**src/rtl/decode_stage.sv**
```systemverilog
// RV32I decode / operand-fetch stage feeding the ALU.
// Splits the instruction fields, builds the sign-extended immediate, reads rs1/rs2
// from an internal register file, and holds the result in one pipeline register
// with valid/ready handshakes on both sides.
//
// Ports
//   clk, rst_n                         clock, asynchronous active-low reset
//   in_valid/in_ready                  upstream handshake (in_ready is combinational)
//   in_instr, in_pc                    fetched instruction and its PC
//   flush                              kill the held bundle and any bundle arriving this cycle
//   wb_en, wb_rd, wb_data              register-file write port (x0 writes ignored)
//   out_valid/out_ready                downstream handshake
//   out_opcode/funct3/funct7/rd        raw instruction fields
//   out_rs1, out_rs2                   operand values (bypassed / refreshed from writeback)
//   out_imm                            sign-extended immediate for the opcode format
//   out_pc                             PC of the bundle
//   out_illegal                        non-32-bit encoding or unsupported opcode
module decode_stage #(
    parameter int unsigned XLEN  = 32,
    parameter int unsigned NREGS = 32
) (
    input  logic            clk,
    input  logic            rst_n,
    input  logic            in_valid,
    output logic            in_ready,
    input  logic [XLEN-1:0] in_instr,
    input  logic [XLEN-1:0] in_pc,
    input  logic            flush,
    input  logic            wb_en,
    input  logic [4:0]      wb_rd,
    input  logic [XLEN-1:0] wb_data,
    output logic            out_valid,
    input  logic            out_ready,
    output logic [4:0]      out_opcode,
    output logic [2:0]      out_funct3,
    output logic [6:0]      out_funct7,
    output logic [XLEN-1:0] out_rs1,
    output logic [XLEN-1:0] out_rs2,
    output logic [XLEN-1:0] out_imm,
    output logic [XLEN-1:0] out_pc,
    output logic [4:0]      out_rd,
    output logic            out_illegal
);

    localparam logic [4:0] OPC_LOAD   = 5'b00000;
    localparam logic [4:0] OPC_OPIMM  = 5'b00100;
    localparam logic [4:0] OPC_AUIPC  = 5'b00101;
    localparam logic [4:0] OPC_STORE  = 5'b01000;
    localparam logic [4:0] OPC_OP     = 5'b01100;
    localparam logic [4:0] OPC_LUI    = 5'b01101;
    localparam logic [4:0] OPC_BRANCH = 5'b11000;
    localparam logic [4:0] OPC_JALR   = 5'b11001;
    localparam logic [4:0] OPC_JAL    = 5'b11011;

    logic [XLEN-1:0] rf [NREGS];
    logic [4:0]      hold_rs1;
    logic [4:0]      hold_rs2;

    logic            accept;
    logic            wb_act;
    logic [4:0]      rs1_idx;
    logic [4:0]      rs2_idx;
    logic [XLEN-1:0] rs1_val;
    logic [XLEN-1:0] rs2_val;
    logic [XLEN-1:0] imm_val;
    logic            illegal_val;

    assign in_ready = !out_valid || out_ready;
    assign accept   = in_valid && in_ready;
    assign wb_act   = wb_en && (wb_rd != 5'd0);
    assign rs1_idx  = in_instr[19:15];
    assign rs2_idx  = in_instr[24:20];

    // Operand read with same-cycle forwarding from the writeback port.
    always_comb begin
        rs1_val = rf[rs1_idx];
        rs2_val = rf[rs2_idx];
        if (wb_act && (wb_rd == rs1_idx)) rs1_val = wb_data;
        if (wb_act && (wb_rd == rs2_idx)) rs2_val = wb_data;
        if (rs1_idx == 5'd0) rs1_val = '0;
        if (rs2_idx == 5'd0) rs2_val = '0;
    end

    // Immediate format selection; unknown opcodes decode as illegal with a zero immediate.
    always_comb begin
        imm_val     = '0;
        illegal_val = (in_instr[1:0] != 2'b11);
        case (in_instr[6:2])
            OPC_OPIMM, OPC_LOAD, OPC_JALR:
                imm_val = {{20{in_instr[31]}}, in_instr[31:20]};
            OPC_STORE:
                imm_val = {{20{in_instr[31]}}, in_instr[31:25], in_instr[11:7]};
            OPC_BRANCH:
                imm_val = {{19{in_instr[31]}}, in_instr[31], in_instr[7],
                           in_instr[30:25], in_instr[11:8], 1'b0};
            OPC_LUI, OPC_AUIPC:
                imm_val = {in_instr[31:12], 12'b0};
            OPC_JAL:
                imm_val = {{11{in_instr[31]}}, in_instr[31], in_instr[19:12],
                           in_instr[20], in_instr[30:21], 1'b0};
            OPC_OP:
                imm_val = '0;
            default: begin
                imm_val     = '0;
                illegal_val = 1'b1;
            end
        endcase
    end

    // Register file; entry 0 is never written so x0 stays zero.
    always_ff @(posedge clk or negedge rst_n) begin
        if (!rst_n) begin
            for (int i = 0; i < int'(NREGS); i++) rf[i] <= '0;
        end else if (wb_act) begin
            rf[wb_rd] <= wb_data;
        end
    end

    // Output pipeline register: load on accept, refresh held operands on writeback.
    always_ff @(posedge clk or negedge rst_n) begin
        if (!rst_n) begin
            out_valid   <= 1'b0;
            out_opcode  <= '0;
            out_funct3  <= '0;
            out_funct7  <= '0;
            out_rs1     <= '0;
            out_rs2     <= '0;
            out_imm     <= '0;
            out_pc      <= '0;
            out_rd      <= '0;
            out_illegal <= 1'b0;
            hold_rs1    <= '0;
            hold_rs2    <= '0;
        end else begin
            if (flush)          out_valid <= 1'b0;
            else if (accept)    out_valid <= 1'b1;
            else if (out_ready) out_valid <= 1'b0;

            if (accept && !flush) begin
                out_opcode  <= in_instr[6:2];
                out_funct3  <= in_instr[14:12];
                out_funct7  <= in_instr[31:25];
                out_rd      <= in_instr[11:7];
                out_rs1     <= rs1_val;
                out_rs2     <= rs2_val;
                out_imm     <= imm_val;
                out_pc      <= in_pc;
                out_illegal <= illegal_val;
                hold_rs1    <= rs1_idx;
                hold_rs2    <= rs2_idx;
            end else if (out_valid && !out_ready) begin
                // A stalled bundle must not carry operands made stale by a later writeback.
                if (wb_act && (wb_rd == hold_rs1)) out_rs1 <= wb_data;
                if (wb_act && (wb_rd == hold_rs2)) out_rs2 <= wb_data;
            end
        end
    end

endmodule

```
**config.mk**
```make
export PLATFORM = sky130hd
export DESIGN_NAME = decode_stage
export DESIGN_NICKNAME = d
export VERILOG_FILES = /design/src/rtl/decode_stage.sv
export SDC_FILE = /design/constraint.sdc
export NUM_CORES = 2
export LEC_CHECK = 0
export CORE_MARGIN = 3
export CORE_UTILIZATION = 30
export CTS_BUF_LIST = sky130_fd_sc_hd__clkbuf_8
export DETAILED_ROUTE_END_ITERATION = 6
export PLACE_DENSITY = 0.43
export REMOVE_ABC_BUFFERS = 1
export SYNTH_ARGS = -nofsm -noshare
export SYNTH_HDL_FRONTEND = slang
export SYNTH_SLANG_ARGS = --single-unit
export TNS_END_PERCENT = 30
```
**constraint.sdc**
```tcl
create_clock -name clk -period 1.9 [get_ports clk]
set_input_delay 0.19 -clock clk [delete_from_list [all_inputs] [get_ports clk]]
set_output_delay 0.19 -clock clk [all_outputs]
set_load 0.05 [all_outputs]
```
# --- After elaboration in Yosys (flattened, before gate mapping) ---
# Index checks and enable logic that the tools add are counted.
classes:
  n_lt_le_gt_ge: 4
  n_eq_ne: 13
  muxes: 24
  bitwise: 3
  reduce_logical: 26
op_table:
  columns: ["operator", "n"]
  rows:
  - ["1024-bit bitwise mux", 1]
  - ["32-bit 2-to-1 mux", 15]
  - ["32-bit binary-select mux with 5-bit select", 2]
  - ["32-bit demux with 5-bit select", 1]
  - ["32-bit one-hot mux with 5 select lines", 1]
  - ["5-bit == test", 4]
  - ["6-bit >= comparator (second input constant)", 3]
  - ["5-bit NOT with 6-bit output", 3]
  - ["5-bit by 4-bit == test with 1-bit output (second input constant)", 3]
  - ["5-bit == test (second input constant)", 3]
  - ["5-bit zero test", 3]
  - ["5-bit by 3-bit == test with 1-bit output (second input constant)", 2]
  - ["1-bit logical AND", 9]
  - ["9-bit OR reduction", 1]
  - ["6-bit by 1-bit less-than comparator with 1-bit output (second input constant)", 1]
  - ["2-bit nonzero test", 3]
  - ["5-bit nonzero test", 1]
  - ["1-bit 2-to-1 mux", 4]
  - ["2-bit AND reduction", 2]
  - ["1-bit zero test", 3]
  - ["3-bit nonzero test", 1]
  - ["3-bit OR reduction", 1]
  - ["2-bit != test (second input constant)", 1]
  - ["2-bit OR reduction", 1]
  - ["1-bit logical OR", 1]
word_totals:
  regBits: 1184
  input_bits: 107
  output_inout_bits: 151
  word_cells: 114

# --- Depth between registers and ports, before layout ---
logic_depth:
  depth_word: 7
  depth_mapped: 10
  mapped_depth_nobuf: 6

# --- Least setup slack after synthesis ---
# Ideal clock, no wire load.
synth_path:
  kind: "reg2reg"
  startpoint: "register out_valid"
  endpoint: "register out_rs1[16]"
  setup_time_ns: 0.131
  t_arrival_ns: 2.576
  t_required_ns: 1.769
  setup_slack_ns: -0.807
  path_stages_with_launch: 7
  n_path_buf: 2
  cell_sequence: "dfrtp_1 nand2b_1 or4_4 buf_6 buf_6 a32o_1 or3_1"
synth_between:
  elab_chain_len: 6
  word_cells_on_any_way: 9
  cone_classes: "1 x mux; 8 x reduce/logical"
synth_lines:
  columns: ["element", "line", "rtl"]
  rows:
  - ["start: declaration", "32", "output logic out_valid,"]
  - ["start signal: assignment", "122", "out_valid <= 1'b0;"]
  - ["start signal: assignment", "135", "if (flush) out_valid <= 1'b0;"]
  - ["start signal: assignment", "136", "else if (accept) out_valid <= 1'b1;"]
  - ["1-bit zero test (*)", "68", "assign in_ready = !out_valid || out_ready;"]
  - ["1-bit logical OR (*)", "68", null]
  - ["named net in_ready", "25", "output logic in_ready,"]
  - ["1-bit logical AND (*)", "69", "assign accept = in_valid && in_ready;"]
  - ["1-bit logical AND (*)", "139", "if (accept && !flush) begin"]
  - ["2-bit nonzero test (no source line)", null, null]
  - ["2-bit AND reduction (no source line)", null, null]
  - ["end signal: assignment", "144", "out_rs1 <= rs1_val;"]
  - ["end signal: assignment", "153", "if (wb_act && (wb_rd == hold_rs1)) out_rs1 <= wb_data;"]
  - ["end: declaration", "37", "output logic [XLEN-1:0] out_rs1,"]
# Mark *: on every way through the listed nets, which the timed path passes. The rest lies on a longest branch.
# A chain may end at the register's enable or synchronous reset.

# --- Worst setup path in the final report ---
layout_path:
  startpoint: "register hold_rs1[4]"
  endpoint: "register out_rs1[15]"
layout_between:
  elab_chain_len: 4
layout_lines:
  columns: ["element", "line", "rtl"]
  rows:
  - ["start: declaration", "56", "logic [4:0] hold_rs1;"]
  - ["start signal: assignment", "149", "hold_rs1 <= rs1_idx;"]
  - ["5-bit == test", "153", null]
  - ["1-bit logical AND", "153", null]
  - ["2-bit nonzero test (no source line)", null, null]
  - ["2-bit AND reduction (no source line)", null, null]
# Every way passes these cells.

==> results.ini <==
[timing]
period_share = 1.15
tightestPinTransition_ns = 0.665
grt_setup_unrepaired = yes
relSlewSlack = 0.555
maxSlewViolCount = 0
fin_skew_ns = 0.0504
setup_viol = 66
clock.fmax_mhz = 457
hold_ws_ns = 0.0968
fin_crit_ns = 2.19
finalHoldViolations = 0
setup_slack_ns = -0.286

[power]
seq_power_share = 0.445
switching_share = 0.305
pwr-share-clk = 0.330
p_comb_frac = 0.225
p_switching_uw = 23200
p_leak_uw = 0.0334
vdd_drop_max_mv = 0.773
internal-power_uw = 52900
pwr_density_cell_mw_per_mm2 = 998

[worst_setup_path]
end_kind = register
arrival_ns = 3.04
slowest_stage = or4_4
cp_num_buf_inv = 1
crit_family = simple AND/OR/NAND/NOR gates
max_stage_delay_ns = 0.55
worstPathRequired_ns = 2.75
startpoint = hold_rs1[4]
critPathLaunchType = register
cp_max_fo = 8
crit_chain = xnor2_1 -> nand3_1 -> or4_4 -> buf_12 -> a32o_1 -> or3_1
crit_type = reg -> reg
r2r_start = hold_rs1[4]

[run_status]
violations = negative setup slack
status = finished with violations

[route]
post_drt_wl_per_cell_um = 30.5
drt_pass1_iterations = 5
drc = 0
drtIter0Drc = 3095
ant_nets = 0
vias = 41500
drt-vias-per-instance = 5.48
wirelength_um = 231000

[floorplanning]
coreArea_mm2 = 0.198
initial_utilization = 0.302
num_rows = 163
fp.dieH_um = 453
die_w_um = 453
ioPinCount = 258
floorplan.die_area_mm2 = 0.205

[cts]
clock-sinks = 1184
htreeDepth = 4
clkTransAtPathRegs_ns = 0.06
clkLatencyLatePin_ns = 0.99
cts_tree = yes
clk_path_buf_depth = 3
cts_root_buf = clkbuf_8
numCtsBuffers = 219

[synth]
synth_edf_count = 0
synth_cells = 4116
ys.warnings.count = 0
syn-cell-area_mm2 = 0.0598
synthFlopType = dfrtp_1
synth-seq-cells = 1184
avgSynthCellArea_um2 = 14.5
synthArstFlopShare = 1.00
yosys.cell_types.count = 55
seq_area_frac_synth = 0.495

[finish]
syn_to_final_growth_pct = 27.4
fillerInstances = 18700
drive_gt1_frac = 0.534
final_core_util = 0.385
fin_area_mm2 = 0.0762
nets = 4875
final_cell_mix = dfrtp_1 (1155), mux2_2 (993), mux4_2 (484)
mostFrequentLayoutCell = dfrtp_1
multi_input_area_mm2 = 0.0288
seq_area_mm2 = 0.0297

[grt]
grt_pass1_vias = 43300
gr-total-overflow = 0
grt_max_degree = 78
track_usage = 0.223
antenna_found_initial = 7
grt_pass1_wl_um = 332000

[run]
drv_cap = 0

[placement]
port_buffers = 257
dpl.hpwl_um = 157000
gp_congestion = 0.798
dpl_cell_area_mm2 = 0.0707

[min_path]
min_from = wb_data[29]
hp-class = in -> reg

## logic make-up (layout without fill, tap and decap cells)
logic type | after synthesis | in the layout | share of synthesized area
multiplexers | 1562 | 1562 | 0.383
AO/OA/AOI/OAI | 476 | 476 | 0.0534
buffers and inverters | 460 | 1279 | 0.0329
flip-flops | 1184 | 1184 | 0.495
XOR/XNOR | 20 | 20 | 0.00305
AND/OR/NAND/NOR | 414 | 414 | 0.0319
other | 0 | 9 | 0
## cell usage after synthesis, types with 2 or more instances
cell type | n | area (um2)
o31ai_1 | 2 | 15.0
nor3_1 | 11 | 55.1
nand2b_1 | 8 | 50.1
nor3b_1 | 5 | 37.5
nand3b_1 | 8 | 60.1
o22ai_1 | 125 | 782
buf_2 | 80 | 400
nand2_1 | 250 | 938
a22o_1 | 7 | 61.3
mux4_2 | 484 | 10900
a22oi_1 | 113 | 848
o21ai_1 | 9 | 45.0
mux2_2 | 993 | 11200
a32o_1 | 16 | 160
xnor2_1 | 16 | 140
a31oi_1 | 2 | 12.5
dfrtp_1 | 1184 | 29600
clkbuf_1 | 274 | 1030
buf_1 | 65 | 244
nand4_1 | 2 | 12.5
and3_1 | 2 | 12.5
nor2_1 | 41 | 154
xor2_1 | 3 | 26.3
o21ai_0 | 63 | 315
nor2b_1 | 7 | 43.8
a2111o_1 | 3 | 33.8
nand3_1 | 13 | 65.1
or4_1 | 34 | 255
or3_1 | 17 | 106
buf_4 | 34 | 255
buf_6 | 2 | 22.5
mux2i_1 | 85 | 851
a221o_1 | 2 | 20.0
a21oi_1 | 72 | 360
and2_1 | 7 | 43.8
a21bo_2 | 2 | 20.0
a221oi_1 | 53 | 464
or3b_2 | 2 | 17.5
inv_1 | 4 | 15.0
## sequential cells by signal, summed over array words and instances (netlist names)
name / cells
rf: 1024
out_imm: 32
out_pc: 32
out_rs1: 32
out_rs2: 32
out_funct7: 7
hold_rs1: 5
hold_rs2: 5
out_opcode: 5
out_rd: 5
out_funct3: 3
out_illegal: 1
out_valid: 1
## metal layers
metal / track usage / part of all wire
met1: 0.325 / 0.47
met2: 0.344 / 0.46
met3: 0.0386 / 0.053
met4: 0.0565 / 0.022
met5: 0 / 0
## area by class of cell
| class | count | area share |
|---|---|---|
| multi-input combinational | 2472 | 0.378 |
| sequential | 1184 | 0.389 |
| timing repair buffer | 887 | 0.131 |
| tap | 2640 | 0.0433 |
| antenna | 9 | 0.000295 |
| inverter | 4 | 0.000197 |
| clock buffer | 278 | 0.0502 |
| clock inverter | 110 | 0.00796 |
## per-stage QoR
stage | instances | power, uW | setup TNS [ns] | setup slack, ns
finish | 7584 | 76100 | -10.73 | -0.286
global route | 7578 | 79700 | -16.59 | -0.341
CTS | 7570 | 76900 | -14.66 | -0.299
detailed placement | 7097 | 51100 | -547.25 | -0.879
global placement | 7097 | 50800 | -556.57 | -0.884
floorplan | 3660 | 43500 | -559.57 | -2.55
## what timing repair did
action	4_1_cts	5_1_grt
cloned	0	3
endpoints found under the hold margin	1302	0
pin swaps	18	2
setup buffers	3	2
hold buffers	82	0
gates resized for setup	590	116
endpoints found under the setup margin	209	143
## worst reg2reg max path, stage by stage, from the launching register on
cell and delay [ns]:
dfrtp_2 0.44, xnor2_1 0.16, nand3_1 0.10, or4_4 0.55, buf_12 0.21, a32o_1 0.27, or3_1 0.34
## worst paths after layout
check / end / slack [ns] / cells past startpoint
max in group asynchronous: out_rs1[5] / 0.54 / 6
worst min-delay path: out_rs1[29] / 0.1 / 3
min in group asynchronous: out_imm[26] / 0.48 / 4
worst min register to register: rf[1020] / 0.39 / 0
worst max-delay path: out_rs1[15] / -0.29 / 6
worst max register to register: out_rs1[15] / -0.29 / 6
## power groups by stage
stage          clock, uW  combinational [uW]  sequential, uW
3_5_place_dp           0               17000           34000
3_3_place_gp           0               16800           34000
2_1_floorplan          0                9210           34300
4_1_cts            25900               17300           33700
6_report           25100               17100           33800
5_1_grt            27000               18400           34400
(Power assumes the default switching activity.)
